### src/rtl/ps2_ascii_decoder.sv
`default_nettype none
// =============================================================================
// Module   : ps2_ascii_decoder
// Brief    : PS/2 set-2 scan-code to ASCII decoder with first-word-fall-through
//            output FIFO. Optional caps lock enabled by defining PS2_CAPSLOCK_EN.
// Revision : 1.0 - initial release
// =============================================================================
module ps2_ascii_decoder #(
    parameter int         FIFO_AW      = 2,
    parameter bit         DROP_UNKNOWN = 1'b1,
    parameter logic [7:0] UNK_CHAR     = 8'h2A
) (
    input  logic       clk,
    input  logic       rst_n,
    input  logic [7:0] scan_code,
    input  logic       scan_valid,
    output logic [7:0] ascii_data,
    output logic       ascii_valid,
    input  logic       ascii_ready,
    input  logic       clr_overflow,
    output logic       overflow,
    output logic       shift_active,
    output logic       caps_active
);

    localparam logic [1:0] c_ST_IDLE    = 2'd0;
    localparam logic [1:0] c_ST_BRK     = 2'd1;
    localparam logic [1:0] c_ST_EXT     = 2'd2;
    localparam logic [1:0] c_ST_EXT_BRK = 2'd3;

    localparam int             c_DEPTH  = 2 ** FIFO_AW;
    localparam logic [FIFO_AW:0] c_FULL = (FIFO_AW + 1)'(c_DEPTH);

    localparam logic [7:0] c_SC_BRK    = 8'hF0;
    localparam logic [7:0] c_SC_EXT    = 8'hE0;
    localparam logic [7:0] c_SC_LSHIFT = 8'h12;
    localparam logic [7:0] c_SC_RSHIFT = 8'h59;

    // Returns {mapped, ascii}; letters flip case on shift XOR caps, others on shift only.
    function automatic logic [8:0] f_translate(input logic [7:0] code,
                                               input logic       shift,
                                               input logic       caps);
        logic [8:0] r;
        r = 9'h000;
        case (code)
            8'h1C: r = {1'b1, 8'h61}; 8'h32: r = {1'b1, 8'h62}; 8'h21: r = {1'b1, 8'h63};
            8'h23: r = {1'b1, 8'h64}; 8'h24: r = {1'b1, 8'h65}; 8'h2B: r = {1'b1, 8'h66};
            8'h34: r = {1'b1, 8'h67}; 8'h33: r = {1'b1, 8'h68}; 8'h43: r = {1'b1, 8'h69};
            8'h3B: r = {1'b1, 8'h6A}; 8'h42: r = {1'b1, 8'h6B}; 8'h4B: r = {1'b1, 8'h6C};
            8'h3A: r = {1'b1, 8'h6D}; 8'h31: r = {1'b1, 8'h6E}; 8'h44: r = {1'b1, 8'h6F};
            8'h4D: r = {1'b1, 8'h70}; 8'h15: r = {1'b1, 8'h71}; 8'h2D: r = {1'b1, 8'h72};
            8'h1B: r = {1'b1, 8'h73}; 8'h2C: r = {1'b1, 8'h74}; 8'h3C: r = {1'b1, 8'h75};
            8'h2A: r = {1'b1, 8'h76}; 8'h1D: r = {1'b1, 8'h77}; 8'h22: r = {1'b1, 8'h78};
            8'h35: r = {1'b1, 8'h79}; 8'h1A: r = {1'b1, 8'h7A};
            8'h45: r = {1'b1, shift ? 8'h29 : 8'h30};
            8'h16: r = {1'b1, shift ? 8'h21 : 8'h31};
            8'h1E: r = {1'b1, shift ? 8'h40 : 8'h32};
            8'h26: r = {1'b1, shift ? 8'h23 : 8'h33};
            8'h25: r = {1'b1, shift ? 8'h24 : 8'h34};
            8'h2E: r = {1'b1, shift ? 8'h25 : 8'h35};
            8'h36: r = {1'b1, shift ? 8'h5E : 8'h36};
            8'h3D: r = {1'b1, shift ? 8'h26 : 8'h37};
            8'h3E: r = {1'b1, shift ? 8'h2A : 8'h38};
            8'h46: r = {1'b1, shift ? 8'h28 : 8'h39};
            8'h0E: r = {1'b1, shift ? 8'h7E : 8'h60};
            8'h4E: r = {1'b1, shift ? 8'h5F : 8'h2D};
            8'h55: r = {1'b1, shift ? 8'h2B : 8'h3D};
            8'h54: r = {1'b1, shift ? 8'h7B : 8'h5B};
            8'h5B: r = {1'b1, shift ? 8'h7D : 8'h5D};
            8'h5D: r = {1'b1, shift ? 8'h7C : 8'h5C};
            8'h4C: r = {1'b1, shift ? 8'h3A : 8'h3B};
            8'h52: r = {1'b1, shift ? 8'h22 : 8'h27};
            8'h41: r = {1'b1, shift ? 8'h3C : 8'h2C};
            8'h49: r = {1'b1, shift ? 8'h3E : 8'h2E};
            8'h4A: r = {1'b1, shift ? 8'h3F : 8'h2F};
            8'h29: r = {1'b1, 8'h20};
            8'h5A: r = {1'b1, 8'h0D};
            8'h66: r = {1'b1, 8'h08};
            default: r = 9'h000;
        endcase
        // Only the letter table yields codes in 'a'..'z', so this upcases letters alone.
        if (r[8] && (r[7:0] >= 8'h61) && (r[7:0] <= 8'h7A) && (shift ^ caps))
            r[7:0] = r[7:0] - 8'h20;
        return r;
    endfunction

    logic [1:0] r_state;
    logic [1:0] w_next_state;
    logic       r_lshift;
    logic       r_rshift;
    logic       r_overflow;
    logic       w_hit;
    logic [7:0] w_char;
    logic [7:0] w_push_data;
    logic       w_push;
    logic       w_set_l;
    logic       w_set_r;
    logic       w_clr_l;
    logic       w_clr_r;
`ifdef PS2_CAPSLOCK_EN
    logic       w_caps_make;
    logic       w_caps_brk;
`endif

    logic [7:0]         r_mem [c_DEPTH];
    logic [FIFO_AW-1:0] r_wr_ptr;
    logic [FIFO_AW-1:0] r_rd_ptr;
    logic [FIFO_AW:0]   r_count;
    logic               w_empty;
    logic               w_full;
    logic               w_pop;
    logic               w_wr;

    assign shift_active     = r_lshift | r_rshift;
    assign {w_hit, w_char}  = f_translate(scan_code, shift_active, caps_active);
    assign w_push_data      = w_hit ? w_char : UNK_CHAR;

    always_ff @(posedge clk or negedge rst_n) begin
        if (!rst_n) r_state <= c_ST_IDLE;
        else        r_state <= w_next_state;
    end

    always_comb begin
        w_next_state = r_state;
        if (scan_valid) begin
            case (r_state)
                c_ST_IDLE: begin
                    if (scan_code == c_SC_BRK)      w_next_state = c_ST_BRK;
                    else if (scan_code == c_SC_EXT) w_next_state = c_ST_EXT;
                end
                c_ST_BRK:     w_next_state = c_ST_IDLE;
                c_ST_EXT:     w_next_state = (scan_code == c_SC_BRK) ? c_ST_EXT_BRK : c_ST_IDLE;
                c_ST_EXT_BRK: w_next_state = c_ST_IDLE;
                default:      w_next_state = c_ST_IDLE;
            endcase
        end
    end

    always_comb begin
        w_push  = 1'b0;
        w_set_l = 1'b0;
        w_set_r = 1'b0;
        w_clr_l = 1'b0;
        w_clr_r = 1'b0;
`ifdef PS2_CAPSLOCK_EN
        w_caps_make = 1'b0;
        w_caps_brk  = 1'b0;
`endif
        if (scan_valid) begin
            case (r_state)
                c_ST_IDLE: begin
                    if (scan_code == c_SC_LSHIFT)      w_set_l = 1'b1;
                    else if (scan_code == c_SC_RSHIFT) w_set_r = 1'b1;
`ifdef PS2_CAPSLOCK_EN
                    else if (scan_code == 8'h58)       w_caps_make = 1'b1;
`endif
                    else if ((scan_code != c_SC_BRK) && (scan_code != c_SC_EXT))
                        w_push = w_hit || !DROP_UNKNOWN;
                end
                c_ST_BRK: begin
                    w_clr_l = (scan_code == c_SC_LSHIFT);
                    w_clr_r = (scan_code == c_SC_RSHIFT);
`ifdef PS2_CAPSLOCK_EN
                    w_caps_brk = (scan_code == 8'h58);
`endif
                end
                default: ;
            endcase
        end
    end

    always_ff @(posedge clk or negedge rst_n) begin
        if (!rst_n) begin
            r_lshift <= 1'b0;
            r_rshift <= 1'b0;
        end else begin
            if (w_set_l)      r_lshift <= 1'b1;
            else if (w_clr_l) r_lshift <= 1'b0;
            if (w_set_r)      r_rshift <= 1'b1;
            else if (w_clr_r) r_rshift <= 1'b0;
        end
    end

`ifdef PS2_CAPSLOCK_EN
    logic r_caps;
    logic r_caps_held;

    // Held-key typematic repeats must not re-toggle, hence the held latch.
    always_ff @(posedge clk or negedge rst_n) begin
        if (!rst_n) begin
            r_caps      <= 1'b0;
            r_caps_held <= 1'b0;
        end else if (w_caps_make) begin
            if (!r_caps_held) r_caps <= ~r_caps;
            r_caps_held <= 1'b1;
        end else if (w_caps_brk) begin
            r_caps_held <= 1'b0;
        end
    end

    assign caps_active = r_caps;
`else
    assign caps_active = 1'b0;
`endif

    assign w_empty = (r_count == '0);
    assign w_full  = (r_count == c_FULL);
    assign w_pop   = ascii_ready && !w_empty;
    // A pop in the same cycle frees the slot, so a full FIFO can still accept.
    assign w_wr    = w_push && (!w_full || w_pop);

    always_ff @(posedge clk) begin
        if (w_wr) r_mem[r_wr_ptr] <= w_push_data;
    end

    always_ff @(posedge clk or negedge rst_n) begin
        if (!rst_n) begin
            r_wr_ptr   <= '0;
            r_rd_ptr   <= '0;
            r_count    <= '0;
            r_overflow <= 1'b0;
        end else begin
            if (w_wr)  r_wr_ptr <= r_wr_ptr + 1'b1;
            if (w_pop) r_rd_ptr <= r_rd_ptr + 1'b1;
            case ({w_wr, w_pop})
                2'b10:   r_count <= r_count + 1'b1;
                2'b01:   r_count <= r_count - 1'b1;
                default: r_count <= r_count;
            endcase
            if (w_push && w_full && !w_pop) r_overflow <= 1'b1;
            else if (clr_overflow)          r_overflow <= 1'b0;
        end
    end

    assign ascii_valid = !w_empty;
    assign ascii_data  = w_empty ? 8'h00 : r_mem[r_rd_ptr];
    assign overflow    = r_overflow;

endmodule
`default_nettype wire

### config.mk
export PLATFORM = sky130hd
export DESIGN_NAME = ps2_ascii_decoder
export DESIGN_NICKNAME = d
export VERILOG_FILES = /design/src/rtl/ps2_ascii_decoder.sv
export SDC_FILE = /design/constraint.sdc
export NUM_CORES = 1
export LEC_CHECK = 0
export CAP_MARGIN = 25
export CORE_ASPECT_RATIO = 1.75
export CORE_UTILIZATION = 57
export CTS_BUF_LIST = sky130_fd_sc_hd__clkbuf_8
export DETAILED_ROUTE_END_ITERATION = 16
export PLACE_DENSITY = 0.78
export RECOVER_POWER = 25
export SLEW_MARGIN = 40
export SYNTH_ARGS = -nofsm -noshare
export SYNTH_HDL_FRONTEND = slang
export SYNTH_SLANG_ARGS = --single-unit
export TNS_END_PERCENT = 1
### constraint.sdc
create_clock -name clk -period 3.5 [get_ports clk]
set_clock_uncertainty 0.15 [all_clocks]
set_input_delay 0.525 -clock clk [delete_from_list [all_inputs] [get_ports clk]]
set_output_delay 0.525 -clock clk [all_outputs]
set_load 0.05 [all_outputs]
* After elaboration in Yosys (flattened, before gate mapping) *
Memories as Yosys holds them, arrays and structs flattened.
Index checks and enable logic that the tools add are counted.

word-level totals
  register bits = 12
  RAM bits = 32
  bits of input ports = 13
  output and inout port bits = 12
  logic and storage cells = 153
  memories kept = 1

operators by class
  add/sub/neg operators = 5
  order comparisons = 2
  equality and inequality tests = 63
  multiplexer cells = 54
  bitwise logic cells = 1
  reduce and logical (&&, ||, !) cells = 20

memory list
  name   words  bits a word  read ports  clocked after Yosys merged registers in  wr ports  line  RTL
  r_mem  4      8            1           0                                        1         105   logic [7:0] r_mem [c_DEPTH];

operator list
  kind                                                                                  count
  9-bit case mux with 50 select lines                                                   1
  8-bit by 6-bit == test with 1-bit output (second input constant)                      23
  8-bit by 7-bit == test with 1-bit output (second input constant)                      20
  5-bit two-way mux                                                                     13
  8-bit by 5-bit == test with 1-bit output (second input constant)                      8
  1-bit two-way mux                                                                     25
  8-bit two-way mux                                                                     3
  7-bit two-way mux                                                                     3
  6-bit two-way mux                                                                     3
  8-bit == test (second input constant)                                                 2
  8-bit != test (second input constant)                                                 2
  8-bit by 4-bit == test with 1-bit output (second input constant)                      1
  8-bit by 7-bit greater-or-equal comparator with 1-bit output (second input constant)  1
  8-bit by 7-bit less-or-equal comparator with 1-bit output (second input constant)     1
  1-bit logical AND                                                                     8
  2-bit nonzero test                                                                    4
  8-bit by 6-bit subtractor with 8-bit output (second input constant)                   1
  2-bit == test (second input constant)                                                 3
  2-bit two-way mux                                                                     3
  2-bit case mux with 3 select lines                                                    1
  3-bit case mux with 2 select lines                                                    1
  2-bit by 1-bit adder with 2-bit output (second input constant)                        2
  2-bit by 1-bit == test with 1-bit output (second input constant)                      2
  3-bit by 1-bit adder with 3-bit output (second input constant)                        1
  other kinds (11)                                                                      13

* Logic depth before layout (Yosys ltp) *
  word-level depth = 11
  gate-level depth with buffers = 17
  mapped depth without buffers = 13

* Worst setup path before layout *
Ideal clock, no wire load.

  path kind = input to register
  from = in scan_code[1]
  to = reg r_count[2]
  library setup time = 0.079 ns
  data arrival time = 3.044 ns
  data required time = 3.271 ns
  slack = 0.227 ns
  stages on the path = 17
  buffers on the path = 4
  cells stage by stage = buf_2 > buf_2 > buf_2 > nor3b_1 > o211ai_1 > nand2_1 > nor3_2 > nand4_2 > and3_1 > buf_4 > inv_1 > ha_1 > inv_1 > fa_1 > xor2_1 > nor2_1 > xor2_1

between the ends
  cells in the longest elaborated chain, start to end = 10
  elaborated cells on any way between the ends = 66
  those cells by class = eq/ne: 56; mux: 7; reduce/logical: 3

ends and longest elaborated chain
  item                                                                              line     RTL
  start, declared                                                                   15       input logic [7:0] scan_code,
  8-bit by 7-bit == test with 1-bit output, or another cell as far along            45       case (code)
  9-bit case mux with 50 select lines / 1-bit logical AND (equally long branches)   45, 157
  1-bit two-way mux                                                                 157      else if ((scan_code != c_SC_BRK) && (scan_code != c_SC_EXT))
  1-bit two-way mux                                                                 153      else if (scan_code == c_SC_RSHIFT) w_set_r = 1'b1;
  1-bit two-way mux *                                                               152      if (scan_code == c_SC_LSHIFT) w_set_l = 1'b1;
  1-bit two-way mux *                                                               150      case (r_state)
  1-bit two-way mux *                                                               149      if (scan_valid) begin
  1-bit logical AND *                                                               210      assign w_wr = w_push && (!w_full || w_pop);
  2-bit by 1-bit == test with 1-bit output / 2-bit == test (equally long branches)  225      case ({w_wr, w_pop})
  3-bit case mux with 2 select lines / 2-bit nonzero test (equally long branches)   -
  end signal, assigned                                                              226      2'b10: r_count <= r_count + 1'b1;
  end signal, assigned                                                              227      2'b01: r_count <= r_count - 1'b1;
  end signal, assigned                                                              228      default: r_count <= r_count;
  end, declared                                                                     108      logic [FIFO_AW:0] r_count;

Every way passes the cells marked *; elsewhere a longest branch is shown, timed or not.
A chain may end at the register's enable or synchronous reset.

* Worst setup path after layout *
  from = in scan_code[5]
  to = reg r_count[2]

Same word-level chain as after synthesis.

==> flow_summary_export.csv <==
group,metric,value,unit
cells_and_area,area_delta_synth_final,32.2,%
drt,dr.pass1.iters,7,
power,leakage,1.81,nW
drt,drcViolationCount,0,
setup_path,cp.required,3570,ps
global_routing,overflow,0,
timing,drv_slew,0,
cts,clk_path_buf_depth,2,
global_routing,grt_start_max_net_pins,20,
floorplanning,fp.dieArea,0.00614,mm2
drt,dr.first_iter.drc_count,218,
cells_and_area,fillers,384,
logic_synthesis,avgSynthCellArea,9.66,um2
global_routing,grt_pass1_wl,17000,um
placement,gp_congestion,1.07,
timing,hold_slack,357,ps
timing,finalHoldViolations,0,
drt,wl,11200,um
setup_path,cp-start-kind,"primary input",
global_routing,antenna_found_initial,0,
cts,worstSkewPairLatency,300,ps
logic_synthesis,synth_cells,343,
global_routing,first_global_vias,3331,
setup_path,path_class,"primary input to flip-flop",
logic_synthesis,synth-edff-count,32,
timing,relSlewSlack,58.7,%
global_routing,grt_use_total,38.9,%
timing,layout_setup_ws,-43.6,ps
drt,vias_per_cell,6.43,
timing,setup_violations,1,
logic_synthesis,yosysTopAreaCellShare,29.0,%
floorplanning,start_util,59.3,%
floorplanning,fp.dieH,103,um
cts,clock-sinks,44,
logic_synthesis,post_synth_num_cell_types,74,
cts,cts_tree,"done",
timing,finalCritPeriodShare,101,%
drt,ant_nets,0,
drt,post_drt_wl_per_cell,21.6,um
run_status,violations,"negative setup slack",
cells_and_area,multi_input_area,0.00185,mm2
drt,dr_total_vias,3322,
cells_and_area,num_antenna_cells,0,
logic_synthesis,ys_seq_elements,44,
worst_hold_path,hp-class,"flip-flop to flip-flop",
timing,worst_slew_pin_slew,620,ps
cts,postCtsHoldBufs,0,
power,finalPower,2.03,mW
cts,path_clk_slew,80,ps
flow_run,cap_viol_max_count,0,
cells_and_area,drive_above_1_share,29.3,%
logic_synthesis,synth_area_leader_cell,"edfxtp_1",
cells_and_area,regArea,0.00126,mm2
timing,rsz0062_at_grt,"yes",
timing,timing.fmax,282,MHz
placement,io_buffers,23,
setup_path,cp.arrival,3620,ps
logic_synthesis,syn_nets,363,
setup_path,worstPathMaxFanout,5,
cts,clockRootBuffer,"clkbuf_8",
floorplanning,core_area,0.00559,mm2
logic_synthesis,synthTopCellsByCount,"edfxtp_1 (32), nand2_1 (30), nor2_1 (18)",
logic_synthesis,ys.flop_type,"edfxtp_1",
cells_and_area,nNetsFinal,460,
logic_synthesis,synth-seq-area-share,38.1,%
floorplanning,fp-row-count,36,
power,ir_drop,0.205,mV
cts,h-tree-depth,2,
cts,numCtsBuffers,5,
logic_synthesis,synth.cell_area,0.00331,mm2
setup_path,cp-end-kind,"flip-flop",
logic_synthesis,ys_async_sr_fraction,27.3,%
logic_synthesis,ys_warn_count,0,
logic_synthesis,yosysMostFrequentCell,"edfxtp_1",
power,power.density,465,mW/mm2
floorplanning,die_w,59.6,um
run_status,status,"finished with violations",
placement,detailed_place_hpwl,8710,um
floorplanning,num_io_pins,25,
timing,min_period,3540,ps
logic_synthesis,synth_area_leaders,"edfxtp_1 (29%), dfrtp_1 (9.1%), mux4_2 (5.4%)",
## worst max-delay path: stages
cell             delay, ps
clkdlybuf4s50_1        590
buf_4                  160
nor4bb_1                50
buf_4                  170
a32oi_2                260
nand3_1                140
nor3_2                 270
nand4_2                190
and3_4                 200
inv_1                   50
ha_1                   160
inv_1                   60
fa_2                   340
xor2_1                 150
nor2_1                 110
xor2_1                 170
## stage by stage
stage / utilization [%] / area (um2) / setup slack (ps) / std cells / TNS (ps)
finish: 78.4 / 4380 / -43.6 / 517 / -43.6
global route: 78.4 / 4380 / -191 / 517 / -380
CTS: 78.1 / 4360 / 15.0 / 517 / 0
detailed placement: 76.3 / 4260 / -363 / 508 / -6510
global placement: 76.3 / 4260 / -206 / 508 / -3460
floorplan: - / 3310 / 227 / 343 / 0
## sequential cells by signal (all words and copies together), names as in the netlist
register	cells
overflow	1
r_count	3
r_lshift	1
r_mem	32
r_rd_ptr	2
r_rshift	1
r_state	2
r_wr_ptr	2
## final timing paths
| path | startpoint | cells after the start | endpoint | slack (ps) |
|---|---|---|---|---|
| setup / recovery | scan_code[5] | 16 | r_count[2]$_DFFE_PN0P_ | -40 |
| hold / removal | r_state[1]$_DFFE_PN0P_ | 1 | r_state[1]$_DFFE_PN0P_ | 360 |
| setup reg to reg | r_rshift$_DFFE_PN0P_ | 9 | r_mem[0][7]$_DFFE_PP_ | 800 |
| hold reg to reg | r_state[1]$_DFFE_PN0P_ | 1 | r_state[1]$_DFFE_PN0P_ | 360 |
| max in group asynchronous | rst_n | 1 | r_rd_ptr[0]$_DFFE_PN0P_ | 2350 |
| min in group asynchronous | rst_n | 1 | r_count[2]$_DFFE_PN0P_ | 490 |
## logic make-up (layout without fill, tap and decap cells)
family / after synthesis / count (layout) / synth area share (%)
simple gates: 147 / 147 / 27.1
compound gates: 78 / 78 / 16.6
buf+inv: 49 / 147 / 7.17
flops: 44 / 44 / 38.1
mux: 9 / 9 / 5.89
xor+xnor: 8 / 8 / 2.11
fa+ha+maj: 7 / 7 / 2.87
other cells: 1 / 1 / 0.113
## cells in the final DEF, fill, tap and decap left out, types with 4 or more instances in the layout
cell and n:
clkbuf_8 5, nor3b_1 5, nand4_1 9, clkdlybuf4s50_1 20, o21ai_0 13, nor3_1 4, dfrtp_1 12, nor2_1 18
nor2b_1 8, nor4bb_1 5, and2_1 14, ha_1 6, nand2_1 30, or3_1 5, xor2_1 5, edfxtp_1 32
a31oi_1 7, nand3_1 15, buf_4 91, buf_12 5, a21oi_1 16, inv_1 19, o211ai_1 5, mux4_2 8
o22ai_1 5, and4b_1 4
## power by group
part / internal [mW] / switching, mW
Clock: 0.133 / 0.164
Combinational: 0.436 / 0.577
Sequential: 0.629 / 0.0954
## what timing repair did
item | CTS | global route
cloned | 0 | 0
buffers inserted | 1 | 0
pin swaps | 4 | 0
gates resized for setup | 3 | 4
setup endpoints to repair | 1 | 10
## metal layers
| layer | part of all wire (%) | wire length (um) | GRT usage (%) |
|---|---|---|---|
| met1 | 32 | 3520 | 39.1 |
| met2 | 54 | 6050 | 69.6 |
| met3 | 5.7 | 633 | 5.02 |
| met4 | 8.6 | 959 | 30.1 |
| met5 | 0 | 0 | 0 |
## area by class of cell
class                      instances  share of cell area [%]
multi-input combinational        250                    42.3
sequential                        44                    28.8
timing repair buffer             121                    23.4
tap                               76                    2.17
clock buffer                       5                    1.57
inverter                          18                    1.54
clock inverter                     3                   0.257
Power figures use the tool's default switching activity.
